File: src/rtl/masc_seq_pkg.sv
// Shared constants for the MASC execute sequencer: register map, STATUS layout
// and the FSM state type.
package masc_seq_pkg;

  localparam logic [2:0] ADDR_INSN   = 3'd0;
  localparam logic [2:0] ADDR_RS1    = 3'd1;
  localparam logic [2:0] ADDR_RS2    = 3'd2;
  localparam logic [2:0] ADDR_CTRL   = 3'd3;
  localparam logic [2:0] ADDR_STATUS = 3'd4;
  localparam logic [2:0] ADDR_RES_LO = 3'd5;
  localparam logic [2:0] ADDR_RES_HI = 3'd6;

  localparam int ST_BUSY          = 0;
  localparam int ST_EMPTY         = 1;
  localparam int ST_FULL          = 2;
  localparam int ST_COUNT_LSB     = 4;
  localparam int ST_ISSUE_ERR     = 8;
  localparam int ST_UNDERFLOW_ERR = 9;

  typedef enum logic [1:0] {
    S_IDLE    = 2'd0,
    S_DRIVE   = 2'd1,
    S_CAPTURE = 2'd2
  } state_e;

  // Byte-lane merge of a Wishbone write into an existing 32-bit register.
  function automatic logic [31:0] apply_sel(input logic [31:0] old_v,
                                            input logic [31:0] new_v,
                                            input logic [3:0]  sel);
    logic [31:0] res;
    res = old_v;
    for (int b = 0; b < 4; b++) begin
      if (sel[b]) res[8*b +: 8] = new_v[8*b +: 8];
    end
    return res;
  endfunction

endpackage

File: src/rtl/masc_result_fifo.sv
// Circular result FIFO with wrapping pointers and a separate occupancy count.
// A pop and a push in the same cycle both take effect, even when full.
module masc_result_fifo #(
  parameter  int unsigned WIDTH = 33,
  parameter  int unsigned DEPTH = 4,
  localparam int unsigned AW    = $clog2(DEPTH),
  localparam int unsigned CW    = AW + 1
) (
  input  logic             clk,
  input  logic             rst_n,
  input  logic             i_push,
  input  logic             i_pop,
  input  logic [WIDTH-1:0] i_data,
  output logic [WIDTH-1:0] o_data,
  output logic             o_full,
  output logic             o_empty,
  output logic [CW-1:0]    o_count
);

  logic [WIDTH-1:0] r_mem [DEPTH];
  logic [AW-1:0]    r_rd_ptr;
  logic [AW-1:0]    r_wr_ptr;
  logic [CW-1:0]    r_count;
  logic             w_do_push;
  logic             w_do_pop;

  assign o_full    = (r_count == CW'(DEPTH));
  assign o_empty   = (r_count == '0);
  assign w_do_pop  = i_pop && !o_empty;
  assign w_do_push = i_push && (!o_full || w_do_pop);
  assign o_data    = r_mem[r_rd_ptr];
  assign o_count   = r_count;

  // NOTE: storage is not reset; pointers and count define validity, so a
  // reset that zeroes them discards contents without clearing the array.
  always_ff @(posedge clk) begin
    if (w_do_push) r_mem[r_wr_ptr] <= i_data;
  end

  // NOTE: sequential state uses non-blocking assignments so every register
  // samples pre-edge values regardless of statement order.
  always_ff @(posedge clk or negedge rst_n) begin
    if (!rst_n) begin
      r_rd_ptr <= '0;
      r_wr_ptr <= '0;
      r_count  <= '0;
    end else begin
      if (w_do_push) r_wr_ptr <= r_wr_ptr + AW'(1);
      if (w_do_pop)  r_rd_ptr <= r_rd_ptr + AW'(1);
      case ({w_do_push, w_do_pop})
        2'b10:   r_count <= r_count + CW'(1);
        2'b01:   r_count <= r_count - CW'(1);
        default: r_count <= r_count;
      endcase
    end
  end

endmodule

File: src/rtl/masc_exec_sequencer.sv
// Wishbone front end for the MASC execute unit: holds operands for EXEC_LAT
// cycles after GO, then captures the 33-bit result into a poppable FIFO.
module masc_exec_sequencer
  import masc_seq_pkg::*;
#(
  parameter int unsigned EXEC_LAT   = 2,
  parameter int unsigned FIFO_DEPTH = 4
) (
  input  logic        wb_clk_i,
  input  logic        wb_rst_ni,
  input  logic        wbs_cyc_i,
  input  logic        wbs_stb_i,
  input  logic        wbs_we_i,
  input  logic [3:0]  wbs_sel_i,
  input  logic [31:0] wbs_adr_i,
  input  logic [31:0] wbs_dat_i,
  output logic        wbs_ack_o,
  output logic [31:0] wbs_dat_o,
  output logic [31:0] exec_instruction,
  output logic [31:0] exec_rs1,
  output logic [31:0] exec_rs2,
  input  logic [32:0] exec_out,
  output logic        irq_o
);

  localparam int unsigned CW = $clog2(FIFO_DEPTH) + 1;

  state_e        r_state, w_state_next;
  logic [3:0]    r_cnt, w_cnt_next;
  logic          r_ack, r_irq, r_issue_err, r_underflow_err;
  logic [31:0]   r_dat, r_insn, r_rs1, r_rs2;
  logic [31:0]   w_status, w_rdata;
  logic [32:0]   w_fifo_data, w_head;
  logic [CW-1:0] w_count;
  logic [2:0]    w_adr;
  logic w_access, w_wr, w_rd, w_idle, w_op_wr, w_go_req, w_go, w_issue_err_set;
  logic w_pop, w_push, w_full, w_empty, w_status_wr;
  logic w_unused_adr;

  assign w_adr        = wbs_adr_i[4:2];
  assign w_unused_adr = ^{wbs_adr_i[31:5], wbs_adr_i[1:0]};
  // Accesses take effect only on the edge that raises ack, never on the next.
  assign w_access     = wbs_cyc_i && wbs_stb_i && !r_ack;
  assign w_wr         = w_access && wbs_we_i;
  assign w_rd         = w_access && !wbs_we_i;
  assign w_idle       = (r_state == S_IDLE);

  assign w_op_wr  = w_wr && (w_adr == ADDR_INSN || w_adr == ADDR_RS1 || w_adr == ADDR_RS2);
  assign w_go_req = w_wr && (w_adr == ADDR_CTRL) && wbs_dat_i[0];
  assign w_go     = w_go_req && w_idle;
  assign w_issue_err_set = (w_op_wr || w_go_req) && !w_idle;
  assign w_status_wr     = w_wr && (w_adr == ADDR_STATUS);

  assign w_pop  = w_rd && (w_adr == ADDR_RES_LO);
  // A pop on the same edge frees the slot a stalled capture is waiting for.
  assign w_push = (r_state == S_CAPTURE) && (!w_full || (w_pop && !w_empty));
  assign w_head = w_empty ? '0 : w_fifo_data;

  masc_result_fifo #(
    .WIDTH (33),
    .DEPTH (FIFO_DEPTH)
  ) u_fifo (
    .clk     (wb_clk_i),
    .rst_n   (wb_rst_ni),
    .i_push  (w_push),
    .i_pop   (w_pop),
    .i_data  (exec_out),
    .o_data  (w_fifo_data),
    .o_full  (w_full),
    .o_empty (w_empty),
    .o_count (w_count)
  );

  // NOTE: every signal driven here gets a default first, so no path can
  // leave one unassigned and infer a latch.
  always_comb begin
    w_state_next = r_state;
    w_cnt_next   = r_cnt;
    case (r_state)
      S_IDLE: begin
        if (w_go) begin
          w_state_next = S_DRIVE;
          w_cnt_next   = 4'(EXEC_LAT);
        end
      end
      S_DRIVE: begin
        if (r_cnt == 4'd0) w_state_next = S_CAPTURE;
        else               w_cnt_next   = r_cnt - 4'd1;
      end
      S_CAPTURE: begin
        if (w_push) w_state_next = S_IDLE;
      end
      default: w_state_next = S_IDLE;
    endcase
  end

  always_comb begin
    w_status                          = '0;
    w_status[ST_BUSY]                 = !w_idle;
    w_status[ST_EMPTY]                = w_empty;
    w_status[ST_FULL]                 = w_full;
    w_status[ST_COUNT_LSB +: CW]      = w_count;
    w_status[ST_ISSUE_ERR]            = r_issue_err;
    w_status[ST_UNDERFLOW_ERR]        = r_underflow_err;
  end

  always_comb begin
    w_rdata = '0;
    case (w_adr)
      ADDR_INSN:   w_rdata = r_insn;
      ADDR_RS1:    w_rdata = r_rs1;
      ADDR_RS2:    w_rdata = r_rs2;
      ADDR_STATUS: w_rdata = w_status;
      ADDR_RES_LO: w_rdata = w_head[31:0];
      ADDR_RES_HI: w_rdata = {31'd0, w_head[32]};
      default:     w_rdata = '0;
    endcase
  end

  always_ff @(posedge wb_clk_i or negedge wb_rst_ni) begin
    if (!wb_rst_ni) begin
      r_state         <= S_IDLE;
      r_cnt           <= '0;
      r_ack           <= 1'b0;
      r_dat           <= '0;
      r_insn          <= '0;
      r_rs1           <= '0;
      r_rs2           <= '0;
      r_issue_err     <= 1'b0;
      r_underflow_err <= 1'b0;
      r_irq           <= 1'b0;
    end else begin
      r_state <= w_state_next;
      r_cnt   <= w_cnt_next;
      r_ack   <= w_access;
      r_dat   <= w_rd ? w_rdata : '0;
      r_irq   <= (w_count != '0);

      if (w_op_wr && w_idle) begin
        case (w_adr)
          ADDR_INSN: r_insn <= apply_sel(r_insn, wbs_dat_i, wbs_sel_i);
          ADDR_RS1:  r_rs1  <= apply_sel(r_rs1,  wbs_dat_i, wbs_sel_i);
          default:   r_rs2  <= apply_sel(r_rs2,  wbs_dat_i, wbs_sel_i);
        endcase
      end

      if (w_issue_err_set)                       r_issue_err <= 1'b1;
      else if (w_status_wr && wbs_dat_i[ST_ISSUE_ERR]) r_issue_err <= 1'b0;

      if (w_pop && w_empty)                      r_underflow_err <= 1'b1;
      else if (w_status_wr && wbs_dat_i[ST_UNDERFLOW_ERR]) r_underflow_err <= 1'b0;
    end
  end

  assign wbs_ack_o        = r_ack;
  assign wbs_dat_o        = r_dat;
  assign exec_instruction = r_insn;
  assign exec_rs1         = r_rs1;
  assign exec_rs2         = r_rs2;
  assign irq_o            = r_irq;

endmodule

File: config.mk
export PLATFORM = sky130hd
export DESIGN_NAME = masc_exec_sequencer
export DESIGN_NICKNAME = d
export VERILOG_FILES = /design/src/rtl/masc_seq_pkg.sv /design/src/rtl/masc_result_fifo.sv /design/src/rtl/masc_exec_sequencer.sv
export SDC_FILE = /design/constraint.sdc
export NUM_CORES = 1
export LEC_CHECK = 0
export CORE_MARGIN = 2
export CORE_UTILIZATION = 55
export CTS_CLUSTER_SIZE = 8
export DETAILED_ROUTE_END_ITERATION = 16
export MAX_ROUTING_LAYER = met4
export PLACE_DENSITY = 0.85
export SETUP_SLACK_MARGIN = 0.2
export SYNTH_ARGS = -nofsm -noshare
export SYNTH_HDL_FRONTEND = slang
export SYNTH_SLANG_ARGS = --single-unit
File: constraint.sdc
create_clock -name wb_clk_i -period 7.35 [get_ports wb_clk_i]
set_clock_uncertainty 0.1 [all_clocks]
set_input_delay 1.47 -clock wb_clk_i [delete_from_list [all_inputs] [get_ports wb_clk_i]]
set_output_delay 1.47 -clock wb_clk_i [all_outputs]
set_load 0.02 [all_outputs]
==> run summary <==
unrepaired setup endpoints after global routing: no
status: finished clean
maxcap violations: 0
row cnt: 52
peak supply drop: 0.242 mV
Req. time, crit path: 7430 ps
share of the synthesized area in the top cell type: 34.7%
Worst path slowest cell: and2_1
busiest layer in global routing: met2
Die Span Y: 148 µm
Seq/Total Area, Yosys: 66.5%
Nets: 1067
Combinational Power Share: 18.7%
crit path time final: 4510 ps
H-Tree Depth: 2
gr ovfl total: 0
CP arrival: 4580 ps
Avg WL per Cell: 22.6 µm
Vias/cell: 5.67
CP Class: in2reg
Cell variety after synth: 43
Post-synth top flop: dfrtp_1
cell count of the worst reg-to-reg path: 5
post-synthesis cell type with the largest combined area: edfxtp_1
TritonRoute pass-1 iters: 5
Clock Power Share: 38.3%
Port-buffer cells: 206
chip width: 148 µm
Net Count, Synth: 835
Hold Crit Class: reg2reg
leakage power: 5.82 nW
R2R setup slack: 4080 ps
crit path max fanout: 40
Tot GR Track Use: 26.9%
Ys Warns: 0
Post-synth EDFFs: 132
Reg power frac: 43.0%
Post-CTS Hold Fix Bufs: 0
ys async rst share: 52.3%
post-detail-place hpwl: 18400 µm
die area: 0.0219 mm²
most frequent CP cell: buf_4
Clock Latency Late Sink: 510 ps
R2R Path Start: wbs_ack_o
share of layout cells above drive strength 1: 24.0%
worst setup margin: 2840 ps
Ports: 236
ranking of synthesized cells by area: edfxtp_1 35%, dfrtp_1 32%, mux2_2 9.4%, mux4_2 6.5%, mux2i_1 2.9%
Post-DRT Antenna Nets: 0
first-pass GRT wire length: 42900 µm
Final Hold Vio Count: 0
P per Cell Area: 285 mW/mm²
ordered cell list for the critical path: clkdlybuf4s50_1, buf_4, nand3b_1, o311ai_0, nor2b_1, and2_1, buf_4
Post-Synthesis Cells: 721
DRC viols: 0
post-CTS setup buffers: 0
ratio of final minimum period to clock period: 61.3%
diode count: 0
Mapped Avg Cell Area: 15.8 µm²
Worst setup EP type: register
Yosys reg bits: 277
CP startpoint kind: primary input
TritonCTS clock tree: done
initial antenna violation count: 0
GPL Wtd Cong: 0.856
vias in the first global route: 7319
Area Overhead vs Synth: 30.5%
Vias: 7042
Reg clk slew, reported paths: 50 ps
reg-to-reg endpoint: u_fifo.r_mem[0][9]
max_slew headroom: 36.1%
total power: 0.00424 W
sw power: 0.00110 W
final setup violation count: 0
pre-CTS WS: 2230 ps
most common cell after layout, fill and taps aside: clkdlybuf4s50_1
CORE AREA: 0.0203 mm²
Hold Path Origin: r_underflow_err
mapped cell area: 0.0114 mm²
max-slew violation count: 0
worst stage delay on the critical path: 560 ps
most frequent cells in the layout: 204 x clkdlybuf4s50_1, 144 x dfrtp_1, 132 x edfxtp_1, 95 x mux2_2, 64 x nand2_1
clk root buf: clkbuf_16
Net Sw Frac: 26.0%
met1 GRT Util: 35.6%
total internal power: 0.00314 W
Initial Util: 56.2%
Worst Setup EP: u_fifo.r_mem[0][9]
Num CTS Buffers: 40
largest net degree at the start of global routing: 75
initial drt markers: 463
Sinks on Clock Net: 277
grt met2 use: 42.0%
maximum clock path buffer count: 3
cts repair resizes: 0
Peak Freq: 0.222 GHz
critical path startpoint: wbs_adr_i[4]
GR Util met3: 5.12%
worst slew pin tran: 958 ps
Routed WL: 28100 µm
post-route setup TNS: 0 ps
==> kinds of logic (layout without fill, tap and decap cells) <==
| family | count (synthesis) | after routing | share of synthesized area, % |
|---|---|---|---|
| flip-flops | 277 | 277 | 66.5 |
| multiplexers | 165 | 165 | 19.2 |
| AND/OR/NAND/NOR | 147 | 147 | 6.95 |
| AO/OA/AOI/OAI | 76 | 76 | 4.36 |
| buffers and inverters | 40 | 291 | 1.43 |
| adder cells (fa/ha/maj) | 8 | 8 | 0.943 |
| XOR/XNOR | 8 | 8 | 0.614 |
==> sequential cells by signal, summed over array words and instances, names as in the netlist, 3 cells and up <==
| signal | cells |
|---|---|
| exec_rs2 | 32 |
| u_fifo.r_mem | 132 |
| r_cnt | 4 |
| u_fifo.o_count | 3 |
| exec_instruction | 32 |
| exec_rs1 | 32 |
| wbs_dat_o | 32 |
==> final cells by class <==
type                       count  area [µm²]
clock buffer                  59        1080
clock inverter                 2        25.0
fill                        1294        5400
inverter                      11        41.3
multi-input combinational    404        3660
sequential                   277        7590
tap                          270         338
timing repair buffer         219        2160
==> power by group through the flow <==
stage	Sequential (W)	Clock (W)	Combinational (W)
after floorplan	0.00193	0	0.000378
after global placement	0.00184	0	0.000781
after detailed placement	0.00185	0	0.000796
after CTS	0.00182	0.00165	0.000807
after global routing	0.00184	0.00172	0.000851
final	0.00183	0.00162	0.000795
==> synth_stat cells (5+ instances only) <==
library cell / instances
dfrtp_1: 145
edfxtp_1: 132
mux2_2: 95
nand2_1: 64
mux2i_1: 33
mux4_2: 33
a21oi_1: 31
or2_2: 30
a21o_1: 29
clkbuf_1: 19
inv_1: 11
buf_2: 10
nor2_1: 10
ha_1: 7
a22oi_1: 6
nand2b_1: 6
and2_1: 5
xor2_1: 5
==> worst min-delay path by stage <==
stage | slack (ps) | cells past startpoint | to
finish | 410 | 1 | r_underflow_err
floorplan | 340 | 2 | r_issue_err
detailed placement | 390 | 2 | r_issue_err
global placement | 380 | 2 | r_issue_err
global route | 440 | 2 | r_issue_err
CTS | 400 | 2 | r_issue_err
==> routing by layer <==
metal | routed length [µm] | up-vias
met4 | 1060 | 0
met3 | 1730 | 67
met5 | 0 | -
met2 | 13700 | 250
li1 | - | 3134
met1 | 11700 | 3591
==> through the flow <==
stage	hold WS, ps	cells	area (µm²)	utilization [%]
after floorplan	342	721	11400	-
after global placement	383	1181	13800	67.9
after detailed placement	388	1181	13800	67.9
after CTS	402	1242	14900	73.4
after global routing	444	1242	14900	73.4
final	408	1242	14900	73.4
==> worst max-delay path, delay by kind of cell <==
family,cells,cell delay [ps]
AO/OA/AOI/OAI,1,490
buffers and inverters,3,1310
AND/OR/NAND/NOR,3,1270
(Power assumes the default switching activity.)
